`src/rtl/game_countdown_pkg.sv`:
```
// game_countdown_pkg: shared FSM state type, value width and low-time threshold for game_countdown
package game_countdown_pkg;
  typedef enum logic [1:0] {S_IDLE, S_RUN, S_EXPIRED} state_t;
  localparam int VAL_W = 7;
  localparam logic [VAL_W-1:0] LOW_THRESH = 7'd10;
endpackage

```
`src/rtl/bin2bcd_2digit.sv`:
```
// bin2bcd_2digit: combinational 7-bit binary (0..99) to tens/ones BCD; i_bin in, o_tens/o_ones out
module bin2bcd_2digit (
  input  logic [6:0] i_bin,
  output logic [3:0] o_tens,
  output logic [3:0] o_ones
);
  logic [6:0] w_tens, w_ones;
  assign w_tens = i_bin / 7'd10;
  assign w_ones = i_bin % 7'd10;
  assign o_tens = w_tens[3:0];
  assign o_ones = w_ones[3:0];
endmodule

```
`src/rtl/game_countdown.sv`:
```
// game_countdown: BCD seconds countdown with load/bonus/tick and expiry flag; optional blink warning on lowTime when GAME_COUNTDOWN_LOWTIME_EN is defined
module game_countdown
  import game_countdown_pkg::*;
#(
  parameter int LOAD_VALUE = 60,
  parameter int ADD_VALUE  = 30,
  parameter int MAX_VALUE  = 99
) (
  input  logic       clk,
  input  logic       reset,
  input  logic       OneSecPulse,
  input  logic       countLoadN,
  input  logic       countEnable,
  input  logic       add_thirtySecN,
  output logic       timerEnd,
  output logic [3:0] tens,
  output logic [3:0] ones,
  output logic       lowTime
);
  localparam logic [VAL_W-1:0] LOAD_W = VAL_W'(LOAD_VALUE);
  localparam logic [VAL_W:0]   ADD_W  = (VAL_W+1)'(ADD_VALUE);
  localparam logic [VAL_W:0]   MAX_W  = (VAL_W+1)'(MAX_VALUE);
  state_t r_state, w_state;
  logic [VAL_W-1:0] r_value, w_value, w_sat, w_base, w_dec;
  logic [VAL_W:0] w_sum;
  logic r_end, w_end, r_bonus_prev, w_bonus;
  assign w_bonus = r_bonus_prev & ~add_thirtySecN;
  assign w_sum   = {1'b0, r_value} + ADD_W;
  assign w_sat   = w_sum > MAX_W ? MAX_W[VAL_W-1:0] : w_sum[VAL_W-1:0];
  assign w_base  = w_bonus ? w_sat : r_value;
  assign w_dec   = (OneSecPulse && w_base != '0) ? w_base - 1'b1 : w_base;
  always_comb begin
    w_state = r_state;
    w_value = r_value;
    w_end   = r_end;
    if (!countLoadN) begin
      w_value = LOAD_W;
      w_state = LOAD_W == '0 ? S_EXPIRED : S_RUN;
      w_end   = LOAD_W == '0;
    end else if (r_state == S_RUN && countEnable) begin
      w_value = w_dec;
      w_state = w_dec == '0 ? S_EXPIRED : S_RUN;
      w_end   = w_dec == '0;
    end
  end
  always_ff @(posedge clk or posedge reset)
    if (reset) begin
      r_state      <= S_IDLE;
      r_value      <= '0;
      r_end        <= 1'b0;
      r_bonus_prev <= 1'b1;
    end else begin
      r_state      <= w_state;
      r_value      <= w_value;
      r_end        <= w_end;
      r_bonus_prev <= add_thirtySecN;
    end
  assign timerEnd = r_end;
  bin2bcd_2digit u_bcd (.i_bin(r_value), .o_tens(tens), .o_ones(ones));
`ifdef GAME_COUNTDOWN_LOWTIME_EN
  logic r_blink, w_win;
  assign w_win = r_state == S_RUN && r_value <= LOW_THRESH && r_value != '0;
  // Phase is held at 1 outside the window so the first in-window cycle shows high.
  always_ff @(posedge clk or posedge reset)
    if (reset) r_blink <= 1'b1;
    else r_blink <= (!w_win || !countLoadN) ? 1'b1 : r_blink ^ OneSecPulse;
  assign lowTime = w_win & r_blink;
`else
  assign lowTime = 1'b0;
`endif
endmodule

```
`config.mk`:
```
export PLATFORM = sky130hd
export DESIGN_NAME = game_countdown
export DESIGN_NICKNAME = d
export VERILOG_FILES = /design/src/rtl/game_countdown_pkg.sv /design/src/rtl/bin2bcd_2digit.sv /design/src/rtl/game_countdown.sv
export SDC_FILE = /design/constraint.sdc
export NUM_CORES = 1
export LEC_CHECK = 0
export ABC_AREA = 1
export CAP_MARGIN = 20
export CORE_MARGIN = 2
export CORE_UTILIZATION = 35
export CTS_BUF_LIST = sky130_fd_sc_hd__clkbuf_8
export CTS_CLUSTER_DIAMETER = 30
export DETAILED_ROUTE_END_ITERATION = 7
export PLACE_DENSITY = 0.54
export SLEW_MARGIN = 20
export SYNTH_ARGS = -nofsm -noshare
export SYNTH_HDL_FRONTEND = slang
export SYNTH_SLANG_ARGS = --single-unit
```
`constraint.sdc`:
```
create_clock -name clk -period 3.8 [get_ports clk]
set_input_delay 0.38 -clock clk [delete_from_list [all_inputs] [get_ports clk]]
set_output_delay 0.38 -clock clk [all_outputs]
set_load 0.005 [all_outputs]
```
==> results of run 1 <==
-- cells in the mapped netlist (all sizes together), types with 2 or more instances --
library cell / number / area (um2)
dfrtp: 9 / 225
or2: 2 / 12.5
o22ai: 4 / 25.0
nand4: 4 / 25.0
ha: 7 / 87.6
xor2: 4 / 42.6
nand3b: 3 / 22.5
inv: 36 / 138
clkinv: 3 / 12.5
o21ai: 10 / 65.1
nand2: 84 / 403
a21oi: 3 / 26.3
nand3: 28 / 200
buf: 4 / 37.5
nor2: 24 / 125
-- layout make-up --
type                       instances  share of cell area [%]
clock buffer                       3                    2.29
clock inverter                     1                   0.208
inverter                          39                    8.60
multi-input combinational        177                    60.7
sequential                        10                    14.0
tap                               50                    3.47
timing repair buffer              21                    10.7
-- layout by cell type (no fill, tap or decap), types with 2 or more instances in the layout --
cell type / n
nand2_1: 61
inv_1: 29
nand3_1: 19
nor2_1: 18
nand2_2: 17
clkdlybuf4s50_1: 14
dfrtp_1: 8
nand3_2: 7
buf_4: 7
inv_2: 6
nand2_4: 6
nor2_4: 5
o21ai_0: 5
ha_1: 5
nand4_1: 4
o22ai_1: 4
o21ai_2: 4
nand3b_1: 3
xor2_1: 3
clkbuf_8: 3
clkinv_1: 2
nand3_4: 2
a21oi_1: 2
-- repair_timing --
action | in CTS | in global routing
setup endpoints to repair | 2 | 4
hold endpoints to repair | 0 | 0
cloned | 0 | 0
buffers inserted | 0 | 5
pin swaps | 0 | 2
resized for setup | 1 | 7
-- worst reg2reg max path, cell delays in order, from the launching register on --
cell      delay (ns)
dfrtp_2         0.40
clkinv_4        0.09
ha_4            0.18
nand2_1         0.09
nand2_1         0.05
nand2_1         0.09
clkinv_1        0.10
nand3_4         0.11
nand2_1         0.10
a21oi_4         0.24
ha_1            0.19
inv_1           0.04
nor2_1          0.11
nand3_2         0.12
nand2_2         0.13
inv_2           0.07
nand2_2         0.06
nand2_2         0.06
nor2_1          0.08
nand2_1         0.06
nor2_2          0.10
a21oi_1         0.07
-- per-stage QoR --
step	cells	cell area, um2
after global placement	292	1700
final	301	1800
after floorplan	230	1520
after global routing	301	1800
after CTS	296	1740
after detailed placement	292	1700
-- power by group --
| part | switching [uW] | internal (uW) | leakage (uW) | total (uW) |
|---|---|---|---|---|
| Combinational | 244 | 195 | 0.000753 | 439 |
| Clock | 37.5 | 70.3 | 0.0000269 | 108 |
| Sequential | 13.5 | 116 | 0.000112 | 129 |
-- worst paths after layout --
check | start | end | slack [ns] | depth (start not counted)
worst max-delay path | r_value[1]$_DFFE_PP0P_ | ones[2] | 0.29 | 24
worst min-delay path | reset | r_value[4]$_DFFE_PP0P_ | 0.42 | 2
worst max register to register | r_value[1]$_DFFE_PP0P_ | r_state[0]$_DFFE_PP0P_ | 1.12 | 21
worst min register to register | timerEnd$_DFFE_PP0P_ | timerEnd$_DFFE_PP0P_ | 0.51 | 2
max in group asynchronous | reset | r_bonus_prev$_DFF_PP1_ | 3.07 | 2
min in group clk | timerEnd$_DFFE_PP0P_ | timerEnd$_DFFE_PP0P_ | 0.51 | 2
-- sequential cells by signal, indices dropped and copies added (netlist names) --
| name | count |
|---|---|
| r_bonus_prev | 1 |
| r_value | 7 |
| r_state | 1 |
| timerEnd | 1 |
-- layer usage --
| metal | track usage (%) | part of all wire, % | vias to the layer above | wire [um] |
|---|---|---|---|---|
| met5 | 0 | 0 | - | 0 |
| met4 | 1.28 | 0.21 | 0 | 7 |
| met3 | 2.18 | 2.0 | 2 | 66 |
| met2 | 21.6 | 45 | 16 | 1470 |
| met1 | 21.0 | 53 | 600 | 1710 |
| li1 | - | - | 760 | - |
-- kinds of logic (layout without fill, tap and decap cells) --
group	Yosys count	count (layout)	share of synthesized area, %
and+or+nand+nor	146	146	52.4
buffers and inverters	43	64	12.4
AOI/OAI and AO/OA	19	19	9.83
DFF	10	10	16.6
adders and majority gates	7	7	5.78
xor gates and xnor gates	4	4	2.81
other	1	1	0.247
==> impl_metrics.py, run 1 <==
metrics = {
    "power": {
        "ir_worst_vdd_v": 0.000230,
        "leakage_uw": 0.000892,
        "finalPower_uw": 676,
        "power-per-cell-area_nw_per_um2": 374,
    },
    "finish": {
        "drive_above_1_share_pct": 27.9,
        "nets": 265,
        "regArea_um2": 253,
        "fin_util_pct": 44.2,
        "fill_cells": 448,
        "antenna_cells": 0,
        "multi_input_area_um2": 1100,
        "synthToLayoutAreaGrowth_pct": 19.1,
    },
    "setup_path": {
        "crit_buf_inv": 5,
        "start_kind": "flip-flop",
        "critPathArrivalTime_ns": 3.13,
        "worstPathMaxFanout": 6,
        "path_cells": "clkinv_4 -> ha_4 -> inv_1 -> nor2_4 -> nand2_2 -> nand2_2 -> nand2_4 -> nand2_2 -> nand2_2 -> nand2_4 -> nand3b_1 -> nand2_2 -> clkinv_2 -> nand2_4 -> nand2_4 -> nand2_2 -> nand2_1 -> inv_1 -> ha_2 -> nand2_1 -> nand2_2 -> nand3_1 -> nand2_1 -> clkdlybuf4s50_1",
        "max_stage_delay_ns": 0.50,
        "critPathSlowestCell": "clkdlybuf4s50_1",
        "crit_type": "flip-flop to output port",
        "crit_family": "simple AND/OR/NAND/NOR gates",
        "cp_common_cell": "nand2_2",
        "required_ns": 3.42,
        "end_kind": "output port",
    },
    "timing": {
        "rsz0062_at_grt": "no",
        "worst_hold_slack_ns": 0.415,
        "finalMaxSlewViolations": 0,
        "fmax_mhz": 285,
        "finalSetupViolCount": 0,
        "tns_ns": 0,
        "min_period_ns": 3.51,
        "fin_skew_ns": 0.00597,
        "fin_crit_sh_pct": 92.5,
        "postLayoutSetupSlackWorst_ns": 0.285,
        "hold_viol": 0,
    },
    "routing": {
        "ant_nets": 0,
        "routedWlPerCell_um": 10.8,
        "wl_um": 3260,
        "drt_iter0_drc": 37,
        "post-route-drc-count": 0,
        "first_pass_iters": 4,
        "viasPerCell": 4.58,
        "via_count": 1378,
    },
    "grt": {
        "grtUsageTotal_pct": 13.9,
        "grt_pass1_vias": 1233,
        "grt_max_degree": 13,
        "grt_overflow": 0,
        "antenna_found_initial": 0,
        "grt_pass1_wl_um": 5730,
    },
    "yosys": {
        "yosys_warnings": 0,
        "syn-num-nets": 243,
        "yosys.cell_types.count": 35,
        "async_reset_ff_share_pct": 100,
        "synth_edf_count": 0,
        "syn_inst": 230,
        "synthFlopType": "dfrtp_1",
        "yosysSeqAreaShare_pct": 16.6,
        "syn_area_per_cell_um2": 6.59,
        "netlist_area_um2": 1520,
        "ys_ff_latch": 10,
    },
    "clock_network": {
        "numCtsBuffers": 3,
        "cts_sinks": 10,
        "clk_latency_ns": 0.23,
        "clk_pin_slew_ns": 0.05,
        "htreeDepth": 1,
        "root_buffer": "clkbuf_8",
        "clock_path_buffers": 2,
        "cts.hold.buffers_added": 0,
        "cts_tree": "yes",
    },
    "job": {
        "cap_violations": 0,
    },
    "placed_design": {
        "dp_hpwl_um": 2680,
        "portBuffers": 14,
        "place_ws_ns": 0.239,
        "gp_congestion": 0.786,
    },
    "die": {
        "die-height_um": 69.8,
        "pin_count": 16,
        "coreArea_um2": 4090,
        "dieArea_um2": 4870,
        "die_x_um": 69.8,
        "rows": 23,
        "start_util_pct": 37.1,
    },
    "status": {
        "status": "complete, no violations",
    },
    "hold_path": {
        "min_path_type": "input port to asynchronous set/reset pin",
    },
}
Note: power is estimated with default switching activity, not from simulation.
==> run 2: changes to the inputs <==
--- a/config.mk
+++ b/config.mk
@@ -7,6 +7,7 @@
 export LEC_CHECK = 0
 export ABC_AREA = 1
 export CAP_MARGIN = 20
+export CORE_ASPECT_RATIO = 1.2
 export CORE_MARGIN = 2
 export CORE_UTILIZATION = 35
 export CTS_BUF_LIST = sky130_fd_sc_hd__clkbuf_8
==> run 2 against run 1 <==
Compared with the run above:
- hold slack better by 0.016 ns
- global-route usage down 0.31 points
- highest routed layer unchanged
- clock power up 20%
- core utilization down 0.80 points
- setup slack worse by 0.041 ns
- first-iteration DRC count up 2.7%
- final area up 0.83%
- sequential power about the same
- critical path type unchanged
- cell count up 2.0%
==> impl_metrics.py, run 2 (synthesis gave the netlist of run 1 again) <==
metrics = {
    "status": {
        "status": "complete, no violations",
    },
    "finish": {
        "layout_commonest_cell": "nand2_1",
        "regArea_um2": 253,
        "layout_common_cells": "61 x nand2_1, 28 x inv_1, 19 x nand3_1",
        "nets": 265,
        "antenna_cells": 0,
        "drive_above_1_share_pct": 27.9,
        "synthToLayoutAreaGrowth_pct": 20.1,
        "regMostFlops": "r_value",
        "fill_cells": 443,
        "largest_register_ffs": 7,
        "multi_input_area_um2": 1090,
    },
    "clock_network": {
        "htreeDepth": 1,
        "clock_path_buffers": 2,
        "clk_latency_ns": 0.23,
        "root_buffer": "clkbuf_8",
        "cts.hold.buffers_added": 0,
        "clk_pin_slew_ns": 0.05,
        "numCtsBuffers": 3,
        "cts_tree": "yes",
        "cts_sinks": 10,
    },
    "timing": {
        "postLayoutSetupSlackWorst_ns": 0.245,
        "fin_skew_ns": 0.00207,
        "finalSetupViolCount": 0,
        "finalMaxSlewViolations": 0,
        "min_period_ns": 3.56,
        "fin_crit_sh_pct": 93.6,
        "hold_viol": 0,
        "fmax_mhz": 281,
    },
    "setup_path": {
        "crit_start": "r_value[1]$_DFFE_PP0P_",
        "crit_end": "ones[3]",
        "rrSetupSlack_ns": 1.08,
        "end_kind": "output port",
        "r2r_end": "r_state[0]$_DFFE_PP0P_",
        "crit_type": "flip-flop to output port",
        "r2r_cells": 20,
        "timing.rr.start": "r_value[1]$_DFFE_PP0P_",
        "start_kind": "flip-flop",
        "critPathArrivalTime_ns": 3.18,
        "required_ns": 3.42,
        "worstPathMaxFanout": 7,
    },
    "placed_design": {
        "place_ws_ns": 0.205,
        "gp_congestion": 0.856,
        "dp_hpwl_um": 2680,
        "portBuffers": 14,
    },
    "grt": {
        "grt_pass1_vias": 1325,
        "grt_overflow": 0,
        "grt_max_degree": 13,
        "grt_pass1_wl_um": 5550,
        "antenna_found_initial": 0,
        "grtUsageTotal_pct": 13.6,
    },
    "die": {
        "start_util_pct": 36.1,
        "coreArea_um2": 4200,
        "rows": 26,
        "die_x_um": 64.1,
        "dieArea_um2": 4870,
        "die-height_um": 76.1,
        "pin_count": 16,
    },
    "job": {
        "cap_violations": 0,
    },
    "routing": {
        "first_pass_iters": 4,
        "routedWlPerCell_um": 10.6,
        "ant_nets": 0,
        "drt_iter0_drc": 38,
        "post-route-drc-count": 0,
        "viasPerCell": 4.59,
        "via_count": 1409,
        "wl_um": 3270,
    },
    "power": {
        "ir_worst_vdd_v": 0.000219,
        "power-per-cell-area_nw_per_um2": 382,
        "leakage_uw": 0.000897,
        "finalPower_uw": 695,
    },
    "hold_path": {
        "min_path_type": "input port to asynchronous set/reset pin",
    },
}
[run 2: cell count changes in the layout (fill, tap and decap cells not counted), sizes merged]
cell and delta:
inv -1, clkbuf +1
[run 2: worst min path at each step]
stage	cells after the start	endpoint	start	slack [ns]
final	2	r_state[0]$_DFFE_PP0P_	reset	0.43
after detailed placement	2	timerEnd$_DFFE_PP0P_	timerEnd$_DFFE_PP0P_	0.50
after global routing	2	timerEnd$_DFFE_PP0P_	reset	0.48
after global placement	2	timerEnd$_DFFE_PP0P_	timerEnd$_DFFE_PP0P_	0.49
after CTS	2	timerEnd$_DFFE_PP0P_	reset	0.45
after floorplan	1	r_state[0]$_DFFE_PP0P_	reset	0.22
[run 2: final cells by class]
class	instances	share of cell area [%]
Clock buffer	4	3.03
Inverter	39	8.53
Multi-Input combinational cell	177	60.1
Timing Repair Buffer	21	10.6
Tap cell	56	3.85
Sequential cell	10	13.9
[run 2: stage by stage]
stage | setup TNS, ns | cells | area (um2) | utilization (%) | hold slack, ns
after floorplan | 0 | 230 | 1520 | - | 0.219
final | 0 | 307 | 1820 | 43.4 | 0.431
after detailed placement | 0 | 297 | 1700 | 40.4 | 0.498
after global routing | -0.0161 | 307 | 1820 | 43.4 | 0.476
after CTS | 0 | 301 | 1750 | 41.8 | 0.450
after global placement | 0 | 297 | 1700 | 40.4 | 0.492
[run 2: power by group]
group	switching, uW	internal (uW)	total (uW)
Combinational	240	194	434
Sequential	15.7	115	131
Clock	39.1	90.8	130
[run 2: timing repair]
| action | 4_1_cts | 5_1_grt |
|---|---|---|
| pin swaps | 0 | 1 |
| buffers inserted | 0 | 6 |
| hold endpoints to repair | 0 | 0 |
| setup endpoints to repair | 3 | 4 |
| cloned | 0 | 0 |
| resized for setup | 1 | 6 |
[run 2: layer usage]
layer  vias to the layer above  part of all wire [%]  track usage, %
li1                        762                     -               -
met1                       614                    44            16.4
met2                        27                    52            25.2
met3                         6                   2.2            1.33
met4                         0                   1.6            3.48
met5                         -                     0               0
[run 2: critical path, stage by stage (launching register included)]
cell and delay [ns]:
dfrtp_2 0.43, clkinv_4 0.09, ha_4 0.15, inv_1 0.06, nor2_4 0.16, nand2_2 0.07
nand2_2 0.08, nand2_4 0.07, nand2_2 0.06, nand2_2 0.06, nand2_4 0.09, nand2_4 0.05
nand2_2 0.06, nand2_2 0.06, clkinv_2 0.07, nand2_4 0.06, nand2_4 0.08, nand2_2 0.05
nand2_1 0.08, inv_1 0.05, ha_1 0.19, or2_1 0.24, o21ai_2 0.10, clkdlybuf4s50_1 0.50
==> run 3: changes to the inputs <==
--- a/config.mk
+++ b/config.mk
@@ -8,13 +8,12 @@
 export ABC_AREA = 1
 export CAP_MARGIN = 20
 export CORE_ASPECT_RATIO = 1.2
-export CORE_MARGIN = 2
+export CORE_MARGIN = 1
 export CORE_UTILIZATION = 35
 export CTS_BUF_LIST = sky130_fd_sc_hd__clkbuf_8
-export CTS_CLUSTER_DIAMETER = 30
+export CTS_CLUSTER_DIAMETER = 100
 export DETAILED_ROUTE_END_ITERATION = 7
 export PLACE_DENSITY = 0.54
-export SLEW_MARGIN = 20
 export SYNTH_ARGS = -nofsm -noshare
 export SYNTH_HDL_FRONTEND = slang
 export SYNTH_SLANG_ARGS = --single-unit
==> run 3 against run 2 <==
Compared with the run above:
- fmax shrank 0.75%
- register-to-register slack gained 0.10 ns
- setup slack got worse by 0.027 ns
- die area is 5.7% lower
- combinational power is 0.9% higher
- clock power decreased by 14%
- clock-buffer cell count is 1 lower
- sequential power hardly changed
- core utilization up 2.0 points
- global-route usage increased by 0.81 points
- sequential share of layout area shrank 0.095 points
- first-iteration DRC count grew 13%
- critical endpoint unchanged
==> impl_metrics.py, run 3 (synthesis gave the netlist of run 1 again) <==
metrics = {
    "die": {
        "rows": 25,
        "die_x_um": 62.1,
        "start_util_pct": 37.6,
        "dieArea_um2": 4600,
        "die-height_um": 74.1,
        "coreArea_um2": 4040,
        "pin_count": 16,
    },
    "setup_path": {
        "r2r_cells": 21,
        "critPathSlowestCell": "clkdlybuf4s50_1",
        "crit_buf_inv": 4,
        "worstPathMaxFanout": 4,
        "rrSetupSlack_ns": 1.18,
        "crit_type": "flip-flop to output port",
        "end_kind": "output port",
        "crit_family": "simple AND/OR/NAND/NOR gates",
        "cp_common_cell": "nand2_4",
        "max_stage_delay_ns": 0.50,
        "critPathArrivalTime_ns": 3.20,
        "start_kind": "flip-flop",
        "required_ns": 3.42,
        "path_cells": "inv_2 -> ha_4 -> inv_1 -> nor2_4 -> nand3_4 -> nand2_4 -> nand2_2 -> nand2_2 -> nand2_4 -> nand2_4 -> nand2_2 -> nand3_2 -> nand2_4 -> nand2_4 -> nand2_2 -> nand2_1 -> inv_1 -> ha_1 -> or2_1 -> o21ai_2 -> clkdlybuf4s50_1",
        "timing.rr.start": "r_value[1]$_DFFE_PP0P_",
        "r2r_end": "r_state[0]$_DFFE_PP0P_",
    },
    "finish": {
        "antenna_cells": 0,
        "regArea_um2": 253,
        "largest_register_ffs": 7,
        "synthToLayoutAreaGrowth_pct": 20.9,
        "nets": 267,
        "layout_common_cells": "60 x nand2_1, 29 x inv_1, 19 x nand3_1",
        "layout_commonest_cell": "nand2_1",
        "fill_cells": 421,
        "multi_input_area_um2": 1100,
        "drive_above_1_share_pct": 28.5,
        "regMostFlops": "r_value",
    },
    "power": {
        "ir_worst_vdd_v": 0.000197,
        "power-per-cell-area_nw_per_um2": 371,
        "leakage_uw": 0.000904,
    },
    "timing": {
        "fmax_mhz": 279,
        "fin_crit_sh_pct": 94.3,
        "fin_skew_ns": 0.00810,
        "worst_hold_slack_ns": 0.407,
        "rsz0062_at_grt": "no",
        "finalSetupViolCount": 0,
        "min_period_ns": 3.58,
        "tns_ns": 0,
        "finalMaxSlewViolations": 0,
        "hold_viol": 0,
    },
    "routing": {
        "wl_met1_um": 1420,
        "post-route-drc-count": 0,
        "met3WireLength_um": 66,
        "viasPerCell": 4.64,
        "wl_um": 3210,
        "first_pass_iters": 4,
        "routedWlPerCell_um": 10.5,
        "drt_iter0_drc": 43,
        "dr_wl_met2_um": 1680,
        "top_layer": "met4",
        "via_count": 1424,
        "ant_nets": 0,
    },
    "placed_design": {
        "dp_hpwl_um": 2630,
        "gp_congestion": 0.806,
        "portBuffers": 14,
    },
    "grt": {
        "grt_overflow": 0,
        "grt_pass1_wl_um": 5030,
        "grt_max_degree": 13,
        "antenna_found_initial": 0,
        "grtUsageTotal_pct": 14.4,
        "grt_pass1_vias": 1157,
    },
    "clock_network": {
        "cts_tree": "yes",
        "clk_latency_ns": 0.24,
        "numCtsBuffers": 3,
        "cts.hold.buffers_added": 0,
        "clk_pin_slew_ns": 0.05,
        "root_buffer": "clkbuf_8",
        "cts_sinks": 10,
        "htreeDepth": 1,
        "clock_path_buffers": 2,
    },
    "job": {
        "cap_violations": 0,
    },
    "hold_path": {
        "min_path_type": "input port to asynchronous set/reset pin",
    },
    "status": {
        "status": "complete, no violations",
    },
}
## run 3: what timing repair did
item,4_1_cts,5_1_grt
buffers inserted,0,7
cloned,0,0
gates resized for setup,1,8
pin swaps,0,2
setup endpoints to repair,3,4
## run 3: cell type report
cell class,count,share of cell area (%)
Inverter,39,8.47
Clock buffer,3,2.25
Sequential cell,10,13.8
Clock inverter,1,0.205
Timing Repair Buffer,23,11.3
Multi-Input combinational cell,177,60.2
Tap cell,54,3.69
## run 3: stage by stage
stage	area [um2]	util [%]	worst slack (ns)	instances	power (uW)
after CTS	1750	43.3	0.0174	300	667
after global placement	1700	42.1	0.276	296	558
after detailed placement	1700	42.1	0.219	296	555
after floorplan	1520	-	0.894	230	429
final	1830	45.4	0.218	307	679
after global routing	1830	45.4	0.0183	307	738
## run 3: per-layer routing
| metal | GRT usage [%] | vias up |
|---|---|---|
| met2 | 25.4 | 18 |
| met3 | 0.522 | 5 |
| met5 | 0 | - |
| met1 | 18.6 | 633 |
| met4 | 4.69 | 0 |
| li1 | - | 768 |
## run 3: how the worst max path moves through the flow
stage,startpoint,endpoint,slack (ns),depth (start not counted)
after floorplan,r_value[2]$_DFFE_PP0P_,ones[3],0.89,22
after detailed placement,r_value[1]$_DFFE_PP0P_,ones[3],0.22,21
final,r_value[2]$_DFFE_PP0P_,ones[3],0.22,21
after global placement,r_value[1]$_DFFE_PP0P_,ones[3],0.28,21
after global routing,r_value[2]$_DFFE_PP0P_,ones[1],0.02,24
after CTS,r_value[1]$_DFFE_PP0P_,ones[3],0.02,21
## run 3: power breakdown
part           switching [uW]  leakage (uW)  internal, uW
registers                13.3      0.000112           115
logic                     242      0.000765           196
clock network            41.8     0.0000269          70.7
total                     298      0.000904           382
